===== src/rtl/serial_to_parallel_rx.sv =====
// Serial-to-parallel receiver: debounced strobe captures sdi LSB-first.
// Ports: clk, rst (sync, active-high), strobe_raw, sdi in;
//        data_o, data_valid, bit_count, word_count, hex_o out.
module serial_to_parallel_rx #(
    parameter  int WIDTH           = 8,
    parameter  int DEBOUNCE_CYCLES = 1250000,
    localparam int BC_W            = $clog2(WIDTH)
) (
    input  logic             clk,
    input  logic             rst,
    input  logic             strobe_raw,
    input  logic             sdi,
    output logic [WIDTH-1:0] data_o,
    output logic             data_valid,
    output logic [BC_W-1:0]  bit_count,
    output logic [7:0]       word_count,
    output logic [6:0]       hex_o
);

    localparam int DB_W = $clog2(DEBOUNCE_CYCLES);

    logic             strobe_s1_q, strobe_s_q;
    logic             sdi_s1_q, sdi_s_q;
    logic [DB_W-1:0]  db_cnt_q, db_cnt_d;
    logic             db_lvl_q, db_lvl_d;
    logic             db_dly_q;
    logic             cap;
    // Top bit of a word never lands here; it goes straight into data_o.
    logic [WIDTH-2:0] shreg_q, shreg_d;
    logic [BC_W-1:0]  bit_cnt_q, bit_cnt_d;
    logic [WIDTH-1:0] data_q, data_d;
    logic             valid_q, valid_d;
    logic [7:0]       word_q, word_d;
    logic [6:0]       hex_q, hex_d;

    function automatic logic [6:0] seg7(input logic [3:0] v);
        case (v)
            4'h0: seg7 = 7'b1000000;
            4'h1: seg7 = 7'b1111001;
            4'h2: seg7 = 7'b0100100;
            4'h3: seg7 = 7'b0110000;
            4'h4: seg7 = 7'b0011001;
            4'h5: seg7 = 7'b0010010;
            4'h6: seg7 = 7'b0000010;
            4'h7: seg7 = 7'b1111000;
            4'h8: seg7 = 7'b0000000;
            4'h9: seg7 = 7'b0010000;
            4'hA: seg7 = 7'b0001000;
            4'hB: seg7 = 7'b0000011;
            4'hC: seg7 = 7'b1000110;
            4'hD: seg7 = 7'b0100001;
            4'hE: seg7 = 7'b0000110;
            default: seg7 = 7'b0001110;
        endcase
    endfunction

    // Debounce: level must differ for DEBOUNCE_CYCLES consecutive cycles.
    always_comb begin
        db_cnt_d = db_cnt_q;
        db_lvl_d = db_lvl_q;
        if (strobe_s_q == db_lvl_q) begin
            db_cnt_d = '0;
        end else if (db_cnt_q == DB_W'(DEBOUNCE_CYCLES - 1)) begin
            db_lvl_d = strobe_s_q;
            db_cnt_d = '0;
        end else begin
            db_cnt_d = db_cnt_q + DB_W'(1);
        end
    end

    assign cap = db_lvl_q & ~db_dly_q;

    always_comb begin
        shreg_d   = shreg_q;
        bit_cnt_d = bit_cnt_q;
        data_d    = data_q;
        valid_d   = 1'b0;
        word_d    = word_q;
        if (cap) begin
            if (bit_cnt_q == BC_W'(WIDTH - 1)) begin
                data_d    = {sdi_s_q, shreg_q};
                valid_d   = 1'b1;
                word_d    = word_q + 8'd1;
                bit_cnt_d = '0;
                shreg_d   = '0;
            end else begin
                shreg_d[bit_cnt_q] = sdi_s_q;
                bit_cnt_d          = bit_cnt_q + BC_W'(1);
            end
        end
        hex_d = seg7(4'(bit_cnt_q));
    end

    // db and its delay reset high so a button held through reset
    // must be released and pressed again before it captures.
    always_ff @(posedge clk) begin
        if (rst) begin
            strobe_s1_q <= 1'b0;
            strobe_s_q  <= 1'b0;
            sdi_s1_q    <= 1'b0;
            sdi_s_q     <= 1'b0;
            db_cnt_q    <= '0;
            db_lvl_q    <= 1'b1;
            db_dly_q    <= 1'b1;
            shreg_q     <= '0;
            bit_cnt_q   <= '0;
            data_q      <= '0;
            valid_q     <= 1'b0;
            word_q      <= '0;
            hex_q       <= 7'b1000000;
        end else begin
            strobe_s1_q <= strobe_raw;
            strobe_s_q  <= strobe_s1_q;
            sdi_s1_q    <= sdi;
            sdi_s_q     <= sdi_s1_q;
            db_cnt_q    <= db_cnt_d;
            db_lvl_q    <= db_lvl_d;
            db_dly_q    <= db_lvl_q;
            shreg_q     <= shreg_d;
            bit_cnt_q   <= bit_cnt_d;
            data_q      <= data_d;
            valid_q     <= valid_d;
            word_q      <= word_d;
            hex_q       <= hex_d;
        end
    end

    assign data_o     = data_q;
    assign data_valid = valid_q;
    assign bit_count  = bit_cnt_q;
    assign word_count = word_q;
    assign hex_o      = hex_q;

endmodule


===== config.mk =====
export PLATFORM = sky130hd
export DESIGN_NAME = serial_to_parallel_rx
export DESIGN_NICKNAME = d
export VERILOG_FILES = /design/src/rtl/serial_to_parallel_rx.sv
export SDC_FILE = /design/constraint.sdc
export NUM_CORES = 1
export LEC_CHECK = 0
export BUFFER_PORTS_ARGS = -buffer_cell sky130_fd_sc_hd__buf_2
export CORE_MARGIN = 2
export CORE_UTILIZATION = 45
export DETAILED_ROUTE_END_ITERATION = 12
export HOLD_SLACK_MARGIN = 0.1
export SLEW_MARGIN = 20
export SYNTH_ARGS = -nofsm -noshare
export SYNTH_HDL_FRONTEND = slang
export SYNTH_SLANG_ARGS = --single-unit

===== constraint.sdc =====
create_clock -name clk -period 5.75 [get_ports clk]
set_input_delay 0.575 -clock clk [delete_from_list [all_inputs] [get_ports clk]]
set_output_delay 0.575 -clock clk [all_outputs]
set_load 0.005 [all_outputs]

==> summary.md <==
| Metric | Value |
|---|---|
| Syn Std Cell Area | `2550 um^2` |
| Met2 WL | `2260 um` |
| Final Hold Vio Count | `0` |
| Main synth FF type | `dfxtp_1` |
| Post-synth top area share | `47.8%` |
| Critical path startpoint | `bit_count[1]` |
| ANT cells | `0` |
| Finished Layout Cells | `395` |
| Initial Util | `46.4%` |
| Final #Nets | `331` |
| FP Rows | `27` |
| HP Start | `sdi_s1_q` |
| H-tree depth | `3` |
| Critical path type | `reg -> reg` |
| Register area share after synthesis | `47.8%` |
| Fin crit share | `40.7%` |
| Root Driver | `clkbuf_8` |
| Post-synth EDFFs | `0` |
| Die Y | `79.3 um` |
| R2R cell count | `6` |
| Hold depth | `1` |
| Pwr dens | `291 nW/um^2` |
| Count of different cell masters after synthesis | `38` |
| CP endpoint kind | `flip-flop` |
| Finished Core Util | `54.1%` |
| Min setup slack post-route | `3.41 ns` |
| Post-route DRC | `0` |
| CTS tree | `yes` |
| Vias in the first global route | `1852` |
| Fmax | `427 MHz` |
| Bufs on Longest Clock Path | `2` |
| Post-route ant nets | `0` |
| Place WS | `3.41 ns` |
| Clock Latency Late Sink | `0.33 ns` |
| CTS Hold Bufs | `0` |
| Drt pass-1 iters | `5` |
| Clock power share | `48.9%` |
| Maximum VDD drop | `0.145 mV` |
| M1 WL | `2330 um` |
| Setup Buffers After CTS | `0` |
| Mapped Nets | `302` |
| Core Area | `5510 um^2` |
| Placed insts | `379` |
| RSZ-0062 raised after global routing | `false` |
| Synthesized instance count | `289` |
| Placed cell area | `2750 um^2` |
| Clk_skew | `0.00548 ns` |
| CP Launch Type | `flip-flop` |
| Max-slew violations | `0` |
| Initial antenna violation count | `0` |
| CTS resizes | `0` |
| Hpwl dp | `3190 um` |
| Grt total ovfl | `0` |
| Synth area leader | `dfxtp_1` |
| Flops & latches, synth | `61` |
| Crit path DAT | `2.53 ns` |
| WP data required | `5.94 ns` |
| Max FO, Critical Path | `18` |
| DR vias | `1990` |
| Largest net degree at the start of global routing | `43` |
| Internal | `0.696 mW` |
| Worst hold path type | `reg -> reg` |
| Comb pwr share | `1.6%` |
| Max-cap violations | `0` |
| Uppermost layer routed | `met4` |
| Die area | `6290 um^2` |
| Status | `complete, no violations` |
| TritonCTS Sinks | `61` |
| Synth Warn # | `0` |
| Pleak | `1.13 nW` |
| Overall Power | `0.866 mW` |
| WL final | `4870 um` |
| Wirelength per Cell | `12.3 um` |
| Sw Ratio | `19.6%` |
| GRT Overall Usage | `17.2%` |
| Synth area leaders | `dfxtp_1, xnor2_1, nand2_1` |
| Final setup violation count | `0` |
| Share of cells above drive strength 1 | `17.0%` |
| First-pass GRT wire length | `8390 um` |
| IO Count | `31` |
| CTS Buf Count | `9` |
| Clock-pin slew on the worst setup and hold paths | `0.06 ns` |
| Worst hold slack | `0.434 ns` |
| 1st-iter DRT viols | `144` |
| Measured slew at the worst slew-check pin | `0.721 ns` |
| Post-route minimum period | `2.34 ns` |
| Post-Syn Area per Cell | `8.83 um^2` |
| Design area | `2980 um^2` |
| Reg power frac | `49.5%` |
| WL met3 | `198 um` |
| Asr flop ratio synth | `0%` |
| P_sw | `0.170 mW` |
| Setup_tns | `0 ns` |
| Routability-driven placement congestion ratio | `0.788` |
| RR Startpoint | `bit_count[1]` |
| I/O Buffers | `30` |
| Chip width | `79.3 um` |
| Via density | `5.04` |
| Max-slew headroom | `52.0%` |
| Area delta synth->final | `16.6%` |
registers in the layout, indices dropped and copies added, names as in the netlist:
| register | cells |
|---|---|
| db_cnt_q | 21 |
| data_o | 8 |
| word_count | 8 |
| hex_o | 7 |
| shreg_q | 7 |
| bit_count | 3 |
| data_valid | 1 |
| db_dly_q | 1 |
| db_lvl_q | 1 |
| sdi_s1_q | 1 |
| sdi_s_q | 1 |
| strobe_s1_q | 1 |
| strobe_s_q | 1 |
routing by layer:
metal	track usage (%)	vias to the layer above
met2	27.6	38
met3	4.20	7
li1	-	1048
met5	0	-
met1	21.2	897
met4	9.31	0
area by class of cell:
cell class | count | area, um^2
Clock buffer | 12 | 155
Clock inverter | 4 | 70.1
Fill cell | 502 | 2530
Inverter | 7 | 26.3
Multi-Input combinational cell | 208 | 1260
Sequential cell | 61 | 1220
Tap cell | 72 | 90.1
Timing Repair Buffer | 31 | 158
synth_stat cells (4+ instances only):
cell type   n
o21ai_0     7
a21oi_1    25
nor2b_1     6
nand4_1     9
or4_1       4
nand3_1     9
nand2b_1    6
inv_1       7
dfxtp_1    61
ha_1        9
nand2_1    34
nor4_1      5
xnor2_1    16
or3_1       6
clkbuf_1   11
nor2_1     32
nor3_1     11
xor2_1      6
path summary, 6_finish.rpt:
check | slack (ns) | to
hold / removal | 0.43 | sdi_s_q
setup reg to reg | 3.41 | word_count[7]
setup / recovery | 3.41 | word_count[7]
hold reg to reg | 0.43 | sdi_s_q
cells by family (layout without fill, tap and decap cells):
group	Yosys count	after routing	synth area share [%]
AOI/OAI and AO/OA	38	38	8.14
DFF	61	61	47.8
and+or+nand+nor	137	137	28.3
muxes	2	2	0.833
buffers and inverters	20	54	2.94
xor gates and xnor gates	22	22	7.55
adders and majority gates	9	9	4.41
layout by cell type, fill, tap and decap left out, types with 2 or more instances in the layout:
| cell type | Yosys | final |
|---|---|---|
| nand2b_1 | 6 | 6 |
| inv_1 | 7 | 7 |
| xnor2_1 | 16 | 16 |
| dfxtp_1 | 61 | 61 |
| o21ai_0 | 7 | 7 |
| nor3b_1 | 2 | 2 |
| xor2_1 | 6 | 6 |
| nor4_1 | 5 | 5 |
| nand2_1 | 34 | 34 |
| buf_2 | 0 | 30 |
| nor2_1 | 32 | 32 |
| nor3_1 | 11 | 11 |
| nor4b_1 | 2 | 2 |
| ha_1 | 9 | 9 |
| nand4_1 | 9 | 9 |
| a21oi_1 | 25 | 25 |
| clkbuf_8 | 0 | 11 |
| nand4_2 | 2 | 2 |
| nor2b_1 | 6 | 6 |
| and3_1 | 2 | 2 |
| nand3_1 | 9 | 9 |
| clkinv_2 | 0 | 2 |
| or3_1 | 6 | 6 |
| or4_1 | 4 | 4 |
| bufinv_16 | 0 | 2 |
power groups by stage:
stage	logic [mW]	registers, mW	clock network [mW]
floorplan	0.0109	0.437	0
global placement	0.0143	0.438	0
detailed placement	0.0143	0.438	0
CTS	0.0144	0.428	0.436
global route	0.0162	0.428	0.458
finish	0.0138	0.428	0.424
worst max-delay path, stage by stage, from the launching register on:
cell and delay (ns):
dfxtp_1 0.57, ha_1 0.27, ha_1 0.24, nand3b_1 0.51, nor3_1 0.39, xnor2_1 0.16, nor2_1 0.05
Power figures use the tool's default switching activity.
